<file path="src/rtl/button_repeat_pkg.sv">
// ============================================================================
// Module : button_repeat_pkg
// Brief  : Shared state encodings and default 50 MHz cycle counts for the
//          board push-button input blocks.
// Rev    : 1.0
// ============================================================================
`default_nettype none

package button_repeat_pkg;

    typedef enum logic [1:0] {
        ST_IDLE   = 2'd0,
        ST_HELD   = 2'd1,
        ST_REPEAT = 2'd2
    } btn_state_t;

    localparam int DEF_DEBOUNCE_CYCLES = 500000;    // 10 ms
    localparam int DEF_REPEAT_DELAY    = 25000000;  // 500 ms
    localparam int DEF_REPEAT_PERIOD   = 5000000;   // 100 ms

    function automatic int max_int(input int a, input int b);
        return (a > b) ? a : b;
    endfunction

endpackage

`default_nettype wire

</file>
<file path="src/rtl/button_repeat_sync_debounce.sv">
// ============================================================================
// Module : sync_debounce
// Brief  : Two-flop synchronizer and debounce counter for one active-low
//          button; produces the debounced level and press/release pulses.
// Rev    : 1.0
// ============================================================================
`default_nettype none

module sync_debounce
    import button_repeat_pkg::*;
#(
    parameter int DEBOUNCE_CYCLES = DEF_DEBOUNCE_CYCLES
) (
    input  logic clk,
    input  logic rst_n,
    input  logic btn_n,
    output logic level,
    output logic press,
    output logic release_pulse,
    output logic rise,
    output logic fall
);

    localparam int              CW        = $clog2(DEBOUNCE_CYCLES);
    localparam logic [CW-1:0]   c_cnt_max = CW'(DEBOUNCE_CYCLES - 1);

    logic          r_meta_n;
    logic          r_sync_n;
    logic [CW-1:0] r_cnt;
    logic          r_level;
    logic          r_press;
    logic          r_release;

    logic w_sync;
    logic w_diff;
    logic w_done;

    assign w_sync = ~r_sync_n;
    assign w_diff = (w_sync != r_level);
    assign w_done = w_diff && (r_cnt == c_cnt_max);

    // Early versions of the pulses, valid the cycle before level toggles
    assign rise = w_done && !r_level;
    assign fall = w_done && r_level;

    always_ff @(posedge clk or negedge rst_n) begin
        if (!rst_n) begin
            r_meta_n  <= 1'b1;
            r_sync_n  <= 1'b1;
            r_cnt     <= '0;
            r_level   <= 1'b0;
            r_press   <= 1'b0;
            r_release <= 1'b0;
        end else begin
            r_meta_n  <= btn_n;
            r_sync_n  <= r_meta_n;
            if (!w_diff || w_done) begin
                r_cnt <= '0;
            end else begin
                r_cnt <= r_cnt + CW'(1);
            end
            if (w_done) begin
                r_level <= ~r_level;
            end
            r_press   <= rise;
            r_release <= fall;
        end
    end

    assign level         = r_level;
    assign press         = r_press;
    assign release_pulse = r_release;

endmodule

`default_nettype wire

</file>
<file path="src/rtl/button_repeat.sv">
// ============================================================================
// Module : button_repeat
// Brief  : Debounced push-button with press/release pulses, long-press
//          auto-repeat and a one-cycle step strobe for the counter enable.
// Rev    : 1.0
// ============================================================================
`default_nettype none

module button_repeat
    import button_repeat_pkg::*;
#(
    parameter int DEBOUNCE_CYCLES = DEF_DEBOUNCE_CYCLES,
    parameter int REPEAT_DELAY    = DEF_REPEAT_DELAY,
    parameter int REPEAT_PERIOD   = DEF_REPEAT_PERIOD
) (
    input  logic clk,
    input  logic rst_n,
    input  logic btn_n,
    input  logic repeat_en,
    output logic level,
    output logic press,
    output logic release_pulse,
    output logic rpt,
    output logic step,
    output logic long_hold
);

    localparam int            CW           = $clog2(max_int(REPEAT_DELAY, REPEAT_PERIOD));
    localparam logic [CW-1:0] c_delay_max  = CW'(REPEAT_DELAY - 1);
    localparam logic [CW-1:0] c_period_max = CW'(REPEAT_PERIOD - 1);

    logic w_rise;
    logic w_fall;

    btn_state_t    r_state;
    logic [CW-1:0] r_cnt;
    logic          r_rpt;
    logic          r_step;
    logic          r_long;

    sync_debounce #(
        .DEBOUNCE_CYCLES (DEBOUNCE_CYCLES)
    ) u_sync_debounce (
        .clk           (clk),
        .rst_n         (rst_n),
        .btn_n         (btn_n),
        .level         (level),
        .press         (press),
        .release_pulse (release_pulse),
        .rise          (w_rise),
        .fall          (w_fall)
    );

    // The FSM moves on the same edge as press/release so the hold count
    // is referenced to the press pulse itself.
    always_ff @(posedge clk or negedge rst_n) begin
        if (!rst_n) begin
            r_state <= ST_IDLE;
            r_cnt   <= '0;
            r_rpt   <= 1'b0;
            r_step  <= 1'b0;
            r_long  <= 1'b0;
        end else begin
            r_rpt  <= 1'b0;
            r_step <= w_rise;
            if (w_fall) begin
                r_state <= ST_IDLE;
                r_cnt   <= '0;
                r_long  <= 1'b0;
            end else begin
                case (r_state)
                    ST_IDLE: begin
                        r_long <= 1'b0;
                        if (w_rise) begin
                            r_state <= ST_HELD;
                            r_cnt   <= '0;
                        end
                    end
                    ST_HELD: begin
                        if (r_cnt == c_delay_max) begin
                            if (repeat_en) begin
                                r_rpt   <= 1'b1;
                                r_step  <= 1'b1;
                                r_cnt   <= '0;
                                r_state <= ST_REPEAT;
                                r_long  <= 1'b1;
                            end
                        end else begin
                            r_cnt <= r_cnt + CW'(1);
                        end
                    end
                    ST_REPEAT: begin
                        if (!repeat_en) begin
                            // Park saturated so re-enabling repeats at once
                            r_state <= ST_HELD;
                            r_cnt   <= c_delay_max;
                            r_long  <= 1'b0;
                        end else if (r_cnt == c_period_max) begin
                            r_rpt  <= 1'b1;
                            r_step <= 1'b1;
                            r_cnt  <= '0;
                        end else begin
                            r_cnt <= r_cnt + CW'(1);
                        end
                    end
                    default: begin
                        r_state <= ST_IDLE;
                        r_cnt   <= '0;
                        r_long  <= 1'b0;
                    end
                endcase
            end
        end
    end

    assign rpt       = r_rpt;
    assign step      = r_step;
    assign long_hold = r_long;

endmodule

`default_nettype wire

</file>
<file path="config.mk">
export PLATFORM = sky130hd
export DESIGN_NAME = button_repeat
export DESIGN_NICKNAME = d
export VERILOG_FILES = /design/src/rtl/button_repeat_pkg.sv /design/src/rtl/button_repeat_sync_debounce.sv /design/src/rtl/button_repeat.sv
export SDC_FILE = /design/constraint.sdc
export NUM_CORES = 1
export LEC_CHECK = 0
export BUFFER_PORTS_ARGS = -buffer_cell sky130_fd_sc_hd__buf_2
export CELL_PAD_IN_SITES_DETAIL_PLACEMENT = 0
export CELL_PAD_IN_SITES_GLOBAL_PLACEMENT = 2
export CORE_AREA = 5 5 80 118
export CTS_BUF_LIST = sky130_fd_sc_hd__clkbuf_8 sky130_fd_sc_hd__clkbuf_16
export DETAILED_ROUTE_END_ITERATION = 10
export DIE_AREA = 0 0 85 123
export PLACE_DENSITY_LB_ADDON = 0.1
export SLEW_MARGIN = 10
export SYNTH_ARGS = -nofsm -noshare
export SYNTH_HDL_FRONTEND = slang
export SYNTH_SLANG_ARGS = --single-unit
</file>
<file path="constraint.sdc">
create_clock -name clk -period 2.75 [get_ports clk]
set_clock_uncertainty 0.05 [all_clocks]
set_input_delay 0.275 -clock clk [delete_from_list [all_inputs] [get_ports clk]]
set_output_delay 0.275 -clock clk [all_outputs]
set_load 0.005 [all_outputs]
</file>
# [Yosys cells after proc, flatten, opt, wreduce, memory -nomap -nowiden]
# Cells that the tools add are included.
[word_totals] inputBits=4 register_bits=54 ram_bits=0 memories=0 rom_bits=0 latchBits=0 output_inout_bits=6
[classes] muxes=31 shift=0 n_lt_le_gt_ge=0 n_div=0 addsub=2 n_reduce_logical=10 n_mul=0 n_bitwise=2 eq_ne=11
[ops] op="$mux W25" count=6
[ops] op="$pmux W25 S3" count=1
[ops] op="$add A25 B1 Y25 const B" count=1
[ops] op="$eq A25 B23 Y1 const B" count=1
[ops] op="$eq A25 B25 Y1 const B" count=1
[ops] op="$add A19 B1 Y19 const B" count=1
[ops] op="$eq A19 B19 Y1 const B" count=1
[ops] op="$mux W19" count=1
[ops] op="$mux W1" count=14
[ops] op="$mux W2" count=5
[ops] op="$ne A3 B2 Y1 const B" count=3
[ops] op="$pmux W1 S2" count=3
[ops] op="$pmux W2 S3" count=1
[ops] op="$ne A4 B3 Y1 const B" count=1
[ops] op="$reduce_and A4 Y1" count=1
[ops] op="$logic_and A1 B1 Y1" count=3
[ops] op="$ne A3 B1 Y1 const B" count=1
[ops] op="$reduce_and A3 Y1" count=1
[ops] op="$eq A2 B1 Y1 const B" count=1
[ops] op="$eq A2 B2 Y1 const B" count=1
[ops] op="$logic_not A1 Y1" count=2
[ops] op="$logic_not A2 Y1" count=1
[ops] op="$not A1 Y1" count=2
[ops] op="$reduce_and A2 Y1" count=1
[ops] op="2 further kinds" count=2

# [Depth between registers and ports, before layout]
# Gate-level depths: netlist (run 1).
[logic_depth] word_depth=8 mapped_depth=9 ltp_nobuf=7

# [Cells and area by module]
# A second synthesis (run 1) with hierarchy kept.
[unflattened] cells_unflattened=343 hier_area_um2=3119.2
[modules_own_cells] module="button_repeat" instances=1 cells_per_inst=233 area_each_um2=1990.7 seq_area_each_um2=750.7
[modules_own_cells] module="sync_debounce" instances=1 cells_per_inst=110 area_each_um2=1128.6 seq_area_each_um2=603.1

# [Worst setup path after synthesis (run 1)]
# No wires, ideal clock.
[synth_timing] path_type="flip-flop to flip-flop" from="register r_cnt[0]" to="register r_cnt[17]" path_buffers=2 synth_period_minus_slack_ns=2.236 t_required_ns=2.621 path_stages_with_launch=10 t_arrival_ns=2.106 setup_slack_ns=0.514 setup_ns=0.079 path_cell_list="dfrtp_1 > ha_1 > and4_1 > buf_2 > and4_4 > a21bo_4 > a2111oi_4 > buf_6 > nand4_1 > mux2i_1"
[synth_via] elab_chain_cells=5 elab_cells_between_ends=10 classes_between="add/sub (1); eq/ne (3); mux (5); reduce/logical (1)"
[synth_rtl] item="from (decl)" line="button_repeat.sv:36" source="logic [CW-1:0] r_cnt;"
[synth_rtl] item="from (signal assigned)" line="button_repeat.sv:89" source="r_cnt <= r_cnt + CW'(1);"
[synth_rtl] item="from (signal assigned)" line="button_repeat.sv:96" source="r_cnt <= c_delay_max;"
[synth_rtl] item="from (signal assigned)" line="button_repeat.sv:103" source="r_cnt <= r_cnt + CW'(1);"
[synth_rtl] item="$add A25 B1 Y25 or $eq A25 B23 Y1 (tied branches)" line="button_repeat.sv:89, button_repeat.sv:103, button_repeat.sv:98"
[synth_rtl] item="$mux W25" line="button_repeat.sv:98" source="end else if (r_cnt == c_period_max) begin"
[synth_rtl] item="$mux W25" line="button_repeat.sv:93" source="if (!repeat_en) begin"
[synth_rtl] item="$pmux W25 S3" line="button_repeat.sv:71" source="case (r_state)"
[synth_rtl] item="$mux W25" line="button_repeat.sv:66" source="if (w_fall) begin"
# Several ways; a longest one is shown, not always the timed one.
# A chain may end at the register's enable or synchronous reset.

# [Worst setup path in the final report (run 1)]
[layout_timing] from="register r_cnt[0]" to="register r_cnt[22]"
# Same word-level chain as after synthesis.

==> results.ini, run 1 <==
[drt]
final_antenna_net_count=0
drtIter0Drc=116
wl_per_cell_um=18.14
vias_per_cell=5.768
drc=0
vias=2665
dr.pass1.iters=4
wirelength_mm=8.379

[die]
start_util_pct=38.53
io_pins=10
die_area_mm2=0.01046
die_y_um=123
core_area_mm2=0.008310
die_w_um=85
rows=41

[timing]
relSlewSlack_pct=63.08
fin_crit_sh_pct=92.83
rsz0062_at_grt=false
finalHoldViolCount=0
worstMarginPinSlew_ns=0.5538
slew_viol_final=0
setup_viol_count_final=0
fmax_mhz=391.7
period_needed_ns=2.553
setup_ws_ns=0.1973
finalSetupTns_ns=0

[synthesis]
synth_most_common_cell=dfrtp_1
netlist-cell-type-count=63
ys_seq_area_share_pct=42.28
ys.flop_type=dfrtp_1
synth_edf_count=0
yosysTopAreaCell=dfrtp_1
synth.top_cell.area_share_pct=40.64
syn_inst=336
syn_nets=346
avgSynthCellArea_um2=9.529
synthTopCellsByArea=dfrtp_1 41%, nand3_1 3.8%, nand2_1 3.4%
synthArstFlopShare_pct=100.0
syn_area_mm2=0.003202
ys_seq_elements=54
ys_warn_count=0
ys_top_cells_by_count=52 x dfrtp_1, 29 x nand2_1, 28 x nor2_1

[grt]
antenna_found_initial=0
grt-busiest-layer=met2
grt_use_met3_pct=2.467
grt_pass1_vias=2691
grt-ovfl-total=0
grtUsageMet2_pct=32.00
grt_pass1_wl_mm=13.99
grt_util_met1_pct=19.25
grt_max_degree=33
track_usage_pct=17.12

[cells_and_area]
largest_reg_flops=25
layout-drive-gt1-share_pct=14.93
seq_area_mm2=0.001354
area_growth_pct=11.84
nets=364
n_antenna_cell=0
multi_input_area_mm2=0.001710
reg_top3=r_cnt x25, u_sync_debounce.r_cnt x19, r_state x2
top_register=r_cnt
n_fill_cell=876

[place]
place_hpwl_mm=6.203
dp_slack_ns=0.2276
port_buffers=9
place_congestion=0.7662

[worst_setup_path]
cp_max_fo=11
criticalPathCategory=reg -> reg
cp.arrival_ns=2.69
required_ns=2.89
crit_path_end_kind=flip-flop
startpoint_type=flip-flop

[pwr]
ir_drop_mv=0.2834
p_per_area_mw_per_mm2=424.9
power_mw=1.522
power_leakage_nw=1.524

[clock_network]
clockBufferDepth=2
cts-root-buf=clkbuf_16
htreeDepth=2
path_clk_slew_ns=0.08
post_cts_buffers=0
tritoncts=yes
cts.sinks=54
clkLatencyLatePin_ns=0.30
cts_buffers=5
cts_resized=0

[worst_hold_path]
min_path_type=in -> reg

[run]
cap_viol_max_count=0

[status]
outcome=finished, final reports clean

logic make-up (layout without fill, tap and decap cells):
| kind of cell | Yosys count | count (layout) | share of synthesized area [%] |
|---|---|---|---|
| buffers and inverters | 29 | 48 | 4.298 |
| xor gates and xnor gates | 20 | 20 | 5.471 |
| and+or+nand+nor | 141 | 141 | 25.79 |
| muxes | 2 | 2 | 0.6253 |
| AOI/OAI and AO/OA | 84 | 84 | 19.19 |
| DFF | 54 | 54 | 42.28 |
| adders and majority gates | 6 | 6 | 2.345 |
final cells by class:
type,count,share of cell area [%]
multi-input combinational,253,47.76
tap,107,3.739
timing repair buffer,27,5.101
inverter,13,1.363
clock inverter,2,0.3494
sequential,54,37.81
clock buffer,6,3.878
routing by layer:
layer  routed length [µm]  part of all wire (%)  vias up
li1                     -                     -     1275
met1                 3277                    39     1313
met2                 4644                    55       61
met3                  226                   2.7       16
met4                  231                   2.8        0
met5                    0                     0        -
power by group:
part / switching, mW / internal (mW)
Clock: 0.302 / 0.362
Combinational: 0.0327 / 0.0145
Sequential: 0.00884 / 0.802
worst paths after layout:
| check | from | cells past startpoint | slack [ns] | end |
|---|---|---|---|---|
| hold / removal | btn_n | 1 | 0.03 | u_sync_debounce.r_meta_n |
| setup / recovery | r_cnt[0] | 7 | 0.20 | r_cnt[22] |
| hold reg to reg | u_sync_debounce.r_meta_n | 0 | 0.31 | u_sync_debounce.r_sync_n |
| setup reg to reg | r_cnt[0] | 7 | 0.20 | r_cnt[22] |
| max in group asynchronous | rst_n | 3 | 1.36 | u_sync_debounce.r_sync_n |
| min in group asynchronous | rst_n | 2 | 0.44 | r_cnt[15] |
per-stage QoR:
stage          cells  hold WS (ns)  instance area, µm²  util [%]
3_5_place_dp     453        0.2506                3420     41.15
4_1_cts          462       0.01716                3581     43.09
2_1_floorplan    336      -0.07059                3202         -
5_1_grt          462       0.01861                3581     43.09
3_3_place_gp     453        0.2469                3420     41.15
6_report         462       0.02667                3581     43.09
cell usage in the layout (no fill, tap or decap), drive strengths merged, types with 3 or more instances in the layout:
cell type,netlist,routed
dfrtp,52,52
nand2,30,30
nor2,28,28
buf,9,26
nand3,24,24
a31oi,15,15
o21ai,14,14
inv,13,13
and3,12,12
a21oi,12,12
xor2,11,11
xnor2,9,9
o22ai,7,7
and2,6,6
a22o,6,6
ha,6,6
nor3,6,6
nand4,6,6
clkbuf,7,6
o31a,5,5
and4,5,5
o31ai,4,4
nor4b,4,4
or3,3,3
and4bb,3,3
o21a,3,3
nor4,3,3
critical path, stage by stage, from the launching register on:
cell and delay, ns:
dfrtp_1 0.39, ha_1 0.23, and4_1 0.40, nand4_1 0.18, o21ai_0 0.31, and2_1 0.44
o31ai_1 0.14, a221o_1 0.30
timing repair:
action,CTS,global route
hold endpoints to repair,22,0
endpoints found under the setup margin,0,0
hold buffers,1,0
(Power assumes the default switching activity.)
==> run 2: changes to the inputs <==
- CORE_AREA: 5 5 80 118 -> 5 5 84 124
- DIE_AREA: 0 0 85 123 -> 0 0 89 129
- SLEW_MARGIN: 10 -> 20
- clock period: 2.75 -> 2.3 ns (I/O delays scaled with it)
==> results.ini, run 2 (synthesis gave the netlist of run 1 again) <==
[worst_setup_path]
startpoint_type=flip-flop
required_ns=2.47  ; -0.42 ns
criticalPathCategory=reg -> reg
cp.arrival_ns=2.47  ; -0.22 ns
crit_path_end_kind=flip-flop
cp_max_fo=7  ; -4

[drt]
vias_per_cell=5.493  ; -4.8%
wirelength_mm=8.994  ; +7.3%
drtIter0Drc=166  ; +43%
dr.pass1.iters=5  ; +1
final_antenna_net_count=0  ; unchanged
wl_per_cell_um=18.10  ; -0.22%
drc=0  ; unchanged
vias=2730  ; +2.4%

[cells_and_area]
largest_reg_flops=25  ; unchanged
mostFrequentLayoutCells=52 x dfrtp_1, 41 x buf_4, 29 x nand2_1
reg_top3=r_cnt x25, u_sync_debounce.r_cnt x19, r_state x2
n_antenna_cell=0  ; unchanged
n_fill_cell=909  ; +3.8%
final_util_pct=42.68  ; -0.41 points
layout-drive-gt1-share_pct=23.12  ; +8.2 points
area_growth_pct=22.63
layout_commonest_cell=dfrtp_1
nets=394  ; +8.2%
top_register=r_cnt

[die]
rows=43  ; +4.9%
die_y_um=129  ; +4.9%
die_area_mm2=0.01148  ; +9.8%
die_w_um=89  ; +4.7%
start_util_pct=34.80  ; -3.7 points
io_pins=10  ; unchanged
core_area_mm2=0.009200  ; +11%

[timing]
fin_crit_sh_pct=99.93  ; +7.1 points
slew_viol_final=0  ; unchanged
setup_ws_ns=0.001608  ; -0.1957 ns
setup_viol_count_final=0  ; unchanged
rsz0062_at_grt=true
relSlewSlack_pct=52.67  ; -10 points
finalHoldViolCount=0  ; unchanged
worstMarginPinSlew_ns=0.7045  ; +0.1507 ns
fmax_mhz=435.1  ; +11%
period_needed_ns=2.298  ; -0.2543 ns

[pwr]
p_per_area_mw_per_mm2=487.6  ; +15%
pwr-share-seq_pct=50.6  ; -2.7 points
power_leakage_nw=1.716  ; +13%
intPower_mw=1.496  ; +27%
power_mw=1.914  ; +26%
ir_drop_mv=0.3589  ; +27%
combPwrFrac_pct=3.6  ; +0.5 points
switchingPower_uw=418.3  ; +22%
clkPwrFrac_pct=45.8  ; +2.2 points
swShare_pct=21.85  ; -0.71 points

[status]
outcome=finished, final reports clean

[grt]
grt-ovfl-total=0  ; unchanged
track_usage_pct=16.58  ; -0.55 points
antenna_found_initial=0  ; unchanged
grt_max_degree=34  ; +3.0%
grt_pass1_wl_mm=14.37  ; +2.7%
grt_pass1_vias=2795  ; +3.9%

[clock_network]
tritoncts=yes
clockBufferDepth=2  ; unchanged
clkLatencyLatePin_ns=0.30  ; about the same
path_clk_slew_ns=0.07  ; about the same
cts.sinks=54  ; unchanged
cts-root-buf=clkbuf_16
htreeDepth=2  ; unchanged
cts_buffers=5  ; unchanged

[place]
port_buffers=9  ; unchanged
dp_slack_ns=0.03206  ; -0.1955 ns
place_congestion=0.7922  ; +3.4%
place_hpwl_mm=6.635  ; +7.0%

[worst_hold_path]
min_path_type=in -> reg

[run]
cap_viol_max_count=0  ; unchanged

[run 2: worst max-delay path, cell delays in order, from the launching register on]
cell       delay (ns)
dfrtp_1          0.41
and4bb_2         0.34
nand4_4          0.14
o31a_1           0.41
a2111oi_4        0.29
buf_4            0.19
buf_12           0.12
a31oi_1          0.07
a31oi_1          0.18
[run 2: layout make-up]
class,instances,area [µm²],area share (%)
clock buffer,5,125.1,3.187
inverter,13,48.80,1.243
timing repair buffer,57,478.0,12.17
sequential,54,1354,34.48
multi-input combinational,253,1740,44.33
tap,112,140.1,3.569
clock inverter,3,40.04,1.020
[run 2: worst paths after layout]
check,from,endpoint,slack [ns],cells after the start
min in group asynchronous,rst_n,r_cnt[14],0.42,2
min,repeat_en,rpt,0.20,3
max reg2reg,u_sync_debounce.r_cnt[12],r_cnt[9],0.002,8
min reg2reg,u_sync_debounce.r_meta_n,u_sync_debounce.r_sync_n,0.31,0
max in group asynchronous,rst_n,u_sync_debounce.r_meta_n,1.13,3
max,u_sync_debounce.r_cnt[12],r_cnt[9],0.002,8
[run 2: metal layers]
layer	up-vias	part of all wire [%]	GRT usage, %
met5	-	0	0
met4	0	2.6	7.625
met3	14	1.9	2.306
met2	37	55	30.36
met1	1346	40	18.43
li1	1333	-	-
[run 2: power by group through the flow]
| stage | clock, mW | combinational, mW | sequential [mW] |
|---|---|---|---|
| floorplan | 0 | 0.0266 | 0.985 |
| global placement | 0 | 0.0653 | 0.987 |
| detailed placement | 0 | 0.0658 | 0.987 |
| CTS | 0.912 | 0.0685 | 0.969 |
| global route | 0.955 | 0.0798 | 0.970 |
| finish | 0.878 | 0.0685 | 0.968 |
[run 2: stage by stage]
step / setup TNS [ns] / hold slack, ns / std cells / instance area, µm²
finish: 0 / 0.1951 / 497 / 3926
global route: -0.5344 / 0.2120 / 497 / 3926
CTS: 0 / 0.1878 / 488 / 3811
detailed placement: 0 / 0.2248 / 478 / 3626
global placement: 0 / 0.2096 / 478 / 3626
floorplan: 0 / -0.1156 / 336 / 3202
[run 2: what timing repair did]
action / 4_1_cts / 5_1_grt
hold endpoints to repair: 22 / 0
setup buffers: 0 / 8
endpoints found under the setup margin: 0 / 22
resized for setup: 0 / 8
hold buffers: 2 / 0
